$ cat src/rtl/output_write_scheduler_pkg.sv
// output_layer_pkg: shared FSM encoding, beat size and latched-config type for the output writer.
// Rev 1.0
`default_nettype none
package output_layer_pkg;

  localparam int         BEAT_BYTES    = 8;
  localparam logic [1:0] AXI_RESP_OKAY = 2'b00;

  typedef enum logic [2:0] {
    ST_IDLE  = 3'd0,
    ST_ARB   = 3'd1,
    ST_ISSUE = 3'd2,
    ST_WAIT  = 3'd3,
    ST_FIN   = 3'd4
  } state_e;

  typedef struct packed {
    logic [2:0]  nlayers;
    logic [7:0]  row_size;
    logic [7:0]  col_size;
    logic [15:0] pitch;
    logic [3:0]  bpr;
    logic [7:0]  wlen;
  } cfg_t;

endpackage
`default_nettype wire

$ cat src/rtl/output_write_scheduler_rr_arbiter.sv
// rr_arbiter: combinational round-robin pick, first requester at or above the pointer with wrap.
// Rev 1.0
`default_nettype none
module rr_arbiter #(
  parameter int N  = 4,
  parameter int PW = 2
) (
  input  logic [N-1:0]  i_req,
  input  logic [PW-1:0] i_ptr,
  output logic [N-1:0]  o_grant
);

  logic          w_found;
  logic [PW-1:0] w_idx;

  always_comb begin
    o_grant = '0;
    w_found = 1'b0;
    w_idx   = '0;
    for (int i = 0; i < N; i++) begin
      w_idx = PW'((int'(i_ptr) + i) % N);
      if (!w_found && i_req[w_idx]) begin
        o_grant[w_idx] = 1'b1;
        w_found        = 1'b1;
      end
    end
  end

endmodule
`default_nettype wire

$ cat src/rtl/output_write_scheduler.sv
// output_write_scheduler: round-robin AXI write-burst sequencer for several output feature maps.
// Rev 1.0
`default_nettype none
module output_write_scheduler
  import output_layer_pkg::*;
#(
  parameter int NUM_LAYERS = 4,
  parameter int ADDR_W     = 32,
  parameter int DCOUNT_W   = 10
) (
  input  logic                         clk,
  input  logic                         reset_n,
  input  logic                         start,
  input  logic [ADDR_W-1:0]            base_addr,
  input  logic [ADDR_W-1:0]            layer_stride,
  input  logic [2:0]                   no_of_layers,
  input  logic [7:0]                   row_size,
  input  logic [7:0]                   col_size,
  input  logic [15:0]                  allocated_space_per_row,
  input  logic [3:0]                   burst_per_row,
  input  logic [7:0]                   write_burst_len,
  input  logic [NUM_LAYERS*DCOUNT_W-1:0] fifo_dcount,
  output logic                         cmd_valid,
  input  logic                         cmd_ready,
  output logic [1:0]                   cmd_layer,
  output logic [ADDR_W-1:0]            cmd_addr,
  output logic [7:0]                   cmd_len,
  output logic [15:0]                  cmd_bytes,
  input  logic                         cmd_done,
  input  logic                         cmd_err,
  output logic                         busy,
  output logic                         done,
  output logic                         err
);

  state_e                r_state, w_state_nxt;
  cfg_t                  r_cfg;
  logic [ADDR_W-1:0]     r_base, r_stride;
  logic [7:0]            r_row   [NUM_LAYERS];
  logic [3:0]            r_burst [NUM_LAYERS];
  logic [NUM_LAYERS-1:0] r_fin;
  logic [1:0]            r_rr, r_layer;
  logic [ADDR_W-1:0]     r_addr;
  logic [7:0]            r_len;
  logic [15:0]           r_bytes;
  logic                  r_err;

  logic [ADDR_W-1:0]     w_full_b, w_addr;
  logic [NUM_LAYERS-1:0] w_active, w_skip, w_elig, w_grant;
  logic [15:0]           w_bytes [NUM_LAYERS];
  logic [15:0]           w_sel_bytes;
  logic [7:0]            w_len;
  logic [1:0]            w_gidx, w_adv_idx;
  logic                  w_any, w_adv, w_row_end, w_last, w_all_fin;

  assign w_full_b = ADDR_W'((32'(r_cfg.wlen) + 32'd1) * 32'(BEAT_BYTES));

  // Each layer's current burst size; a burst starting past the row end is a skip.
  for (genvar k = 0; k < NUM_LAYERS; k++) begin : g_layer
    logic [ADDR_W-1:0] w_off, w_rem;
    assign w_off       = ADDR_W'(r_burst[k]) * w_full_b;
    assign w_rem       = ADDR_W'(r_cfg.row_size) - w_off;
    assign w_active[k] = (k < int'(r_cfg.nlayers));
    assign w_skip[k]   = (w_off >= ADDR_W'(r_cfg.row_size));
    assign w_bytes[k]  = w_skip[k] ? 16'd0 : ((w_rem < w_full_b) ? w_rem[15:0] : w_full_b[15:0]);
    assign w_elig[k]   = w_active[k] && !r_fin[k] &&
                         (w_skip[k] || (ADDR_W'(fifo_dcount[k*DCOUNT_W +: DCOUNT_W]) >= ADDR_W'(w_bytes[k])));
  end

  rr_arbiter #(.N(NUM_LAYERS), .PW(2)) u_arb (
    .i_req   (w_elig),
    .i_ptr   (r_rr),
    .o_grant (w_grant)
  );

  always_comb begin
    w_gidx = '0;
    for (int k = 0; k < NUM_LAYERS; k++)
      if (w_grant[k]) w_gidx = 2'(k);
  end

  assign w_any       = |w_grant;
  assign w_sel_bytes = w_bytes[w_gidx];
  assign w_len       = 8'((w_sel_bytes + 16'(BEAT_BYTES - 1)) / 16'(BEAT_BYTES) - 16'd1);
  assign w_addr      = r_base + ADDR_W'(w_gidx) * r_stride
                     + ADDR_W'(r_row[w_gidx]) * ADDR_W'(r_cfg.pitch)
                     + ADDR_W'(r_burst[w_gidx]) * w_full_b;

  // Counters advance on a completed burst or a silently skipped one.
  assign w_adv     = ((r_state == ST_ARB) && w_any && w_skip[w_gidx]) || ((r_state == ST_WAIT) && cmd_done);
  assign w_adv_idx = (r_state == ST_ARB) ? w_gidx : r_layer;
  assign w_row_end = ((5'(r_burst[w_adv_idx]) + 5'd1) == 5'(r_cfg.bpr));
  assign w_last    = w_row_end && ((9'(r_row[w_adv_idx]) + 9'd1) == 9'(r_cfg.col_size));

  always_comb begin
    w_all_fin = 1'b1;
    for (int k = 0; k < NUM_LAYERS; k++)
      if (w_active[k] && !(r_fin[k] || ((2'(k) == w_adv_idx) && w_last))) w_all_fin = 1'b0;
  end

  always_ff @(posedge clk or negedge reset_n) begin
    if (!reset_n) r_state <= ST_IDLE;
    else          r_state <= w_state_nxt;
  end

  always_comb begin
    w_state_nxt = r_state;
    unique case (r_state)
      ST_IDLE:  if (start) w_state_nxt = ST_ARB;
      ST_ARB: begin
        if (w_any) begin
          if (w_skip[w_gidx]) w_state_nxt = w_all_fin ? ST_FIN : ST_ARB;
          else                w_state_nxt = ST_ISSUE;
        end
      end
      ST_ISSUE: if (cmd_ready) w_state_nxt = ST_WAIT;
      ST_WAIT:  if (cmd_done) w_state_nxt = w_all_fin ? ST_FIN : ST_ARB;
      ST_FIN:   w_state_nxt = ST_IDLE;
      default:  w_state_nxt = ST_IDLE;
    endcase
  end

  always_comb begin
    cmd_valid = 1'b0;
    busy      = 1'b0;
    done      = 1'b0;
    unique case (r_state)
      ST_ARB, ST_WAIT: busy = 1'b1;
      ST_ISSUE: begin
        busy      = 1'b1;
        cmd_valid = 1'b1;
      end
      ST_FIN:  done = 1'b1;
      default: ;
    endcase
  end

  always_ff @(posedge clk or negedge reset_n) begin
    if (!reset_n) begin
      r_cfg    <= '0;
      r_base   <= '0;
      r_stride <= '0;
      r_fin    <= '0;
      r_rr     <= '0;
      r_layer  <= '0;
      r_addr   <= '0;
      r_len    <= '0;
      r_bytes  <= '0;
      r_err    <= 1'b0;
      for (int k = 0; k < NUM_LAYERS; k++) begin
        r_row[k]   <= '0;
        r_burst[k] <= '0;
      end
    end else begin
      if ((r_state == ST_IDLE) && start) begin
        r_cfg    <= '{nlayers: no_of_layers, row_size: row_size, col_size: col_size,
                      pitch: allocated_space_per_row, bpr: burst_per_row, wlen: write_burst_len};
        r_base   <= base_addr;
        r_stride <= layer_stride;
        r_fin    <= '0;
        r_rr     <= '0;
        r_err    <= 1'b0;
        for (int k = 0; k < NUM_LAYERS; k++) begin
          r_row[k]   <= '0;
          r_burst[k] <= '0;
        end
      end
      if ((r_state == ST_ARB) && w_any && !w_skip[w_gidx]) begin
        r_layer <= w_gidx;
        r_addr  <= w_addr;
        r_len   <= w_len;
        r_bytes <= w_sel_bytes;
      end
      if ((r_state == ST_ISSUE) && cmd_ready) begin
        if ((3'(r_layer) + 3'd1) >= r_cfg.nlayers) r_rr <= '0;
        else                                       r_rr <= r_layer + 2'd1;
      end
      if (w_adv) begin
        if (w_row_end) begin
          r_burst[w_adv_idx] <= '0;
          if (w_last) r_fin[w_adv_idx]   <= 1'b1;
          else        r_row[w_adv_idx]   <= r_row[w_adv_idx] + 8'd1;
        end else begin
          r_burst[w_adv_idx] <= r_burst[w_adv_idx] + 4'd1;
        end
        if (r_state == ST_WAIT) r_err <= r_err | cmd_err;
      end
    end
  end

  assign cmd_layer = r_layer;
  assign cmd_addr  = r_addr;
  assign cmd_len   = r_len;
  assign cmd_bytes = r_bytes;
  assign err       = r_err;

endmodule
`default_nettype wire

$ cat config.mk
export PLATFORM = sky130hd
export DESIGN_NAME = output_write_scheduler
export DESIGN_NICKNAME = d
export VERILOG_FILES = /design/src/rtl/output_write_scheduler_pkg.sv /design/src/rtl/output_write_scheduler_rr_arbiter.sv /design/src/rtl/output_write_scheduler.sv
export SDC_FILE = /design/constraint.sdc
export NUM_CORES = 1
export LEC_CHECK = 0
export CELL_PAD_IN_SITES_DETAIL_PLACEMENT = 1
export CELL_PAD_IN_SITES_GLOBAL_PLACEMENT = 2
export CORE_ASPECT_RATIO = 0.5
export CORE_UTILIZATION = 36
export DETAILED_ROUTE_END_ITERATION = 10
export PLACE_DENSITY_LB_ADDON = 0.08
export SYNTH_ARGS = -nofsm -noshare
export SYNTH_HDL_FRONTEND = slang
export SYNTH_SLANG_ARGS = --single-unit
$ cat constraint.sdc
create_clock -name clk -period 18.8 [get_ports clk]
set_clock_uncertainty 0.1 [all_clocks]
set_input_delay 2.82 -clock clk [delete_from_list [all_inputs] [get_ports clk]]
set_output_delay 2.82 -clock clk [all_outputs]
set_load 0.1 [all_outputs]
# After elaboration in Yosys (flattened, before gate mapping)
# Cells that the tools add are included.
totals:
  in_bits: 157
  elab_cells: 253
  out_inout_bits: 62
  ff_bits: 227
op_classes:
  n_eq_ne: 13
  n_addsub: 19
  n_lt_le_gt_ge: 31
  n_bitwise: 9
  muxes: 91
  reduce_logical: 59
  multipliers: 7
op_table:
  columns: ["cell", "count"]
  rows:
  - ["$mux W16", 13]
  - ["$lt A32 B12 Y1", 4]
  - ["$mux W32", 4]
  - ["$sub A8 B16 Y17", 4]
  - ["$mul A4 B9 Y13", 5]
  - ["$ge A10 B16 Y1", 4]
  - ["$ge A16 B8 Y1", 4]
  - ["$mux W4", 13]
  - ["$mux W8", 5]
  - ["$add A32 B16 Y32", 1]
  - ["$add A32 B24 Y32", 1]
  - ["$add A32 B32 Y32", 1]
  - ["$bmux W16 S2", 1]
  - ["$bmux W8 S2", 2]
  - ["$bwmux W32", 1]
  - ["$logic_and A1 B1 Y1", 32]
  - ["$mul A2 B32 Y32", 1]
  - ["$mul A8 B16 Y24", 1]
  - ["$mux W1", 24]
  - ["$add A8 B1 Y9 const B", 2]
  - ["$lt A2 B3 Y1 const B", 6]
  - ["$mux W3", 6]
  - ["$and A16 B16 Y16", 1]
  - ["$bmux W4 S2", 2]
  - ["other kinds (41)", 91]

# Longest topological paths before layout
logic_depth:
  word_depth: 44
  mapped_depth: 79
  ltp_nobuf: 74

# Cells and area by module
# From an unflattened synthesis, not the netlist that was laid out.
unflattened:
  cells_unflattened: 3297
  area_unflattened_um2: 27801.7
modules_own_cells:
  columns: ["mod", "cells_each", "area_per_inst_um2", "instances", "seq_area_each_um2"]
  rows:
  - ["output_write_scheduler", 3261, 27463.8, 1, 5680.4]
  - ["rr_arbiter", 36, 337.8, 1, 0.0]

# Worst setup path before layout
# OpenSTA, ideal clock, no wires.
synth_path:
  path_kind: "register to register"
  startpoint: "reg r_cfg[0] in the netlist's numbering"
  endpoint: "reg r_addr[31], in the netlist cmd_addr[31]"
  t_required_ns: 18.567
  period_less_slack_ns: 16.756
  setup_ns: 0.133
  stages_incl_launch_ff: 79
  path_buffers: 4
  path_slack_ns: 2.044
  arrival_time_ns: 16.523
  path_cell_list: "dfrtp_1 ha_1 xor2_1 clkbuf_1 nand2_1 fa_1 fa_1 inv_1 fa_1 inv_1 ha_1 o21a_1 o31a_1 o21a_1 or2_2 nand2_1 xnor2_1 ha_1 [... 43 more ...] inv_1 fa_1 fa_1 fa_1 inv_1 ha_1 and3_1 a2111oi_0 nor3_1 a41oi_1 a21oi_1 a211o_1 a21oi_1 o21bai_1 a21oi_1 o21ai_0 xnor2_1 o21ai_0"
synth_via:
  elab_chain_len: 31
  word_cells_on_any_way: 83
  classes_between: "add/sub (8); mul (7); order compare (12); mux (34); bitwise (4); reduce/logical (18)"
synth_lines:
  columns: ["element", "line", "text"]
  rows:
  - ["start: declaration", "output_write_scheduler.sv:37", "cfg_t r_cfg;"]
  - ["start signal: assignment", "output_write_scheduler.sv:156", "r_cfg <= '{nlayers: no_of_layers, row_size: row_size, col_size: col_size,"]
  - ["$add A8 B1 Y9 *", "output_write_scheduler.sv:56", "assign w_full_b = ADDR_W'((32'(r_cfg.wlen) + 32'd1) * 32'(BEAT_BYTES));"]
  - ["parallel branches: the longest is 30 deep, another holds $lt A32 B12 Y1", null, null]
  - ["end signal: assignment", "output_write_scheduler.sv:170", "r_addr <= w_addr;"]
  - ["end: declaration", "output_write_scheduler.sv:43", "logic [ADDR_W-1:0] r_addr;"]
# Every way passes the cells marked *. The select of a mux whose other input is x is not followed.
# A chain may end at the register's enable or synchronous reset.

# Worst setup path after layout
layout_path:
  startpoint: "reg r_cfg[1] in the netlist's numbering"
  endpoint: "reg r_addr[31], in the netlist cmd_addr[31]"
# Same word-level chain as after synthesis.

==> impl_metrics.csv <==
group,metric,value,unit
setup_path,cpMaxStageDelayCell,"fa_1",
route,drt_iter0_markers,1008,
global_route,grt_pass1_vias,25500,
logic_synthesis,synth_edf_count,0,
sta,finalSetupViolCount,0,
placement,io_buffers,218,
logic_synthesis,synth_top_area_share,20.6,%
logic_synthesis,ys_ff_latch,227,
die,core_area,0.0756,mm²
setup_path,required,19.14,ns
logic_synthesis,synth.avg_cell_area,8.43,µm²
logic_synthesis,yosys_warnings,0,
clock_network,htreeDepth,1,
setup_path,criticalPathCategory,"flip-flop to flip-flop",
clock_network,insertion_delay,0.60,ns
route,wl_met3,2.03,mm
final_layout,nets,4138,
setup_path,worstPathMaxFanout,13,
final_layout,n_fill_cell,8990,
flow_run,drv_cap,0,
final_layout,final_cell_mix,"652 x nand2_1, 399 x inv_1, 286 x ha_1, 243 x fa_1, 227 x dfrtp_1",
final_layout,syn_to_final_growth,15.7,%
sta,period_needed,17.54,ns
global_route,antenna_found_initial,0,
outcome,status,"finished, final reports clean",
sta,hold_viol_final,0,
route,drc,0,
sta,tightest_slew,1.09,ns
clock_network,clk_pin_slew,0.06,ns
logic_synthesis,synthTopCellsByArea,"dfrtp_1 21%, fa_1 18%, ha_1 13%",
clock_network,cts_buffer_depth,3,
setup_path,worstSetupStartpointType,"flip-flop",
route,first_pass_iters,5,
sta,hold_ws,0.381,ns
die,die_width,394,µm
logic_synthesis,ys_seq_area_share,20.6,%
global_route,grt_use_total,23.9,%
die,die_h,198,µm
logic_synthesis,synthCells,3278,
route,top_layer,"met4",
clock_network,root_buffer,"clkbuf_16",
sta,slew_violations,0,
clock_network,cts.sinks,227,
hold_path,holdCritPathClass,"flip-flop to flip-flop",
setup_path,worstSetupEndpointType,"flip-flop",
placement,detailed_place_hpwl,73.3,mm
global_route,grt_pass1_wl,146,mm
logic_synthesis,synth.distinct_cells,99,
logic_synthesis,synth_area,0.0276,mm²
route,ant_nets,0,
logic_synthesis,synth_flop_cell,"dfrtp_1",
clock_network,cts_buffers,26,
route,wl_met2,44.6,mm
route,viasPerCell,5.18,
setup_path,worstPathArrival,17.88,ns
route,vias,23300,
global_route,grt_max_degree,95,
sta,rsz0062_at_grt,"no",
global_route,overflow,0,
final_layout,layout_commonest_cell,"nand2_1",
die,num_io_pins,219,
sta,fmax,0.0570,GHz
route,totalWireLength,91.4,mm
placement,gp_congestion,0.905,
route,wl_per_cell,20.3,µm
placement,postPlaceCellArea,0.0310,mm²
setup_path,cp_common_cell,"fa_1",
die,start_util,36.6,%
die,die_area,0.0780,mm²
logic_synthesis,synthArstFlopShare,100,%
sta,period_share,93.3,%
logic_synthesis,synth_fp_nets,3965,
route,drt-met1-wl,43.0,mm
sta,slew_headroom,27.0,%
sta,tns,0,ns
logic_synthesis,yosysTopAreaCell,"dfrtp_1",
final_layout,drive_above_1_share,5.65,%
final_layout,fin_area,0.0320,mm²
clock_network,tritoncts,"yes",
die,row_count,71,
setup_path,cp_slowest_stage_delay,0.60,ns
[sequential cells by signal, summed over array words and instances (netlist names)]
| name | flops |
|---|---|
| r_cfg | 47 |
| r_fin | 4 |
| r_row | 32 |
| r_base | 32 |
| cmd_layer | 2 |
| r_burst | 16 |
| err | 1 |
| cmd_bytes | 16 |
| cmd_len | 8 |
| r_rr | 2 |
| cmd_addr | 32 |
| r_state | 3 |
| r_stride | 32 |
[routing by layer]
metal | track usage, % | vias up
li1 | - | 11000
met1 | 32.0 | 11900
met2 | 42.6 | 270
met3 | 1.90 | 85
met4 | 4.51 | 0
met5 | 0 | -
[cell usage after synthesis (all sizes together), types with 8 or more instances]
master and instances:
nand4 8, nand3 64, o31a 8, or3 9, o31ai 12, a2111oi 10
fa 243, o211ai 15, a211o 10, a211oi 27, nor2b 90, a31oi 16
nand2b 40, nor3b 8, dfrtp 227, xnor2 80, ha 287, o21ai 157
clkbuf 93, a21oi 95, nor2 143, inv 400, a221oi 8, nand2 653
a21o 29, buf 42, nor4 9, and3 33, o21a 21, xor2 32
o21bai 8, or2 18, and2 142, mux2 20, mux2i 95, a21boi 11
nor3 32
[final timing paths]
path	start	to	slack [ns]	cells after the start
setup / recovery	r_cfg[1]$_DFFE_PN0P_	cmd_addr[31]$_DFFE_PN0P_	1.26	72
hold / removal	cmd_addr[13]$_DFFE_PN0P_	cmd_addr[13]$_DFFE_PN0P_	0.38	2
setup reg to reg	r_cfg[1]$_DFFE_PN0P_	cmd_addr[31]$_DFFE_PN0P_	1.26	72
hold reg to reg	cmd_addr[13]$_DFFE_PN0P_	cmd_addr[13]$_DFFE_PN0P_	0.38	2
max in group asynchronous	reset_n	r_cfg[0]$_DFFE_PN0P_	14.69	3
min in group asynchronous	reset_n	cmd_addr[26]$_DFFE_PN0P_	2.12	1
[timing repair]
item                       4_1_cts  5_1_grt
hold buffers                     0        0
setup endpoints to repair        0        9
buffers inserted                 0        5
resized for setup                0       24
[critical path: cells and delay by family (launching register included)]
family,cells,cell delay (ns)
muxes,2,0.30
xor gates and xnor gates,3,0.53
DFF,1,0.41
adders and majority gates,15,6.72
buffers and inverters,8,0.84
and+or+nand+nor,12,2.34
AOI/OAI and AO/OA,32,6.14
[stage by stage]
stage | setup WS (ns) | std cells | utilization (%)
after detailed placement | 0.353 | 4440 | 41.0
after floorplan | 2.04 | 3278 | -
final | 1.26 | 4491 | 42.3
after CTS | 0.300 | 4485 | 42.1
after global routing | 0.0400 | 4490 | 42.3
after global placement | 0.572 | 4440 | 41.0
[final cells by class]
cell class,count,area [µm²],area share [%]
Inverter,401,1510,4.71
Sequential cell,227,5680,17.8
Tap cell,1022,1280,4.00
Clock inverter,10,119,0.372
Clock buffer,35,724,2.27
Multi-Input combinational cell,2515,20000,62.6
Timing Repair Buffer,280,2650,8.30
Antenna cell,1,2.50,0.00783
[kinds of logic after synthesis]
group / synth area share [%]
and+or+nand+nor: 21.6
xor gates and xnor gates: 3.68
AOI/OAI and AO/OA: 11.7
DFF: 20.6
buffers and inverters: 7.46
adders and majority gates: 30.6
muxes: 4.42
Power is not shown: default switching activity piles up to over one toggle a cycle in this logic, so the estimate is an artifact.
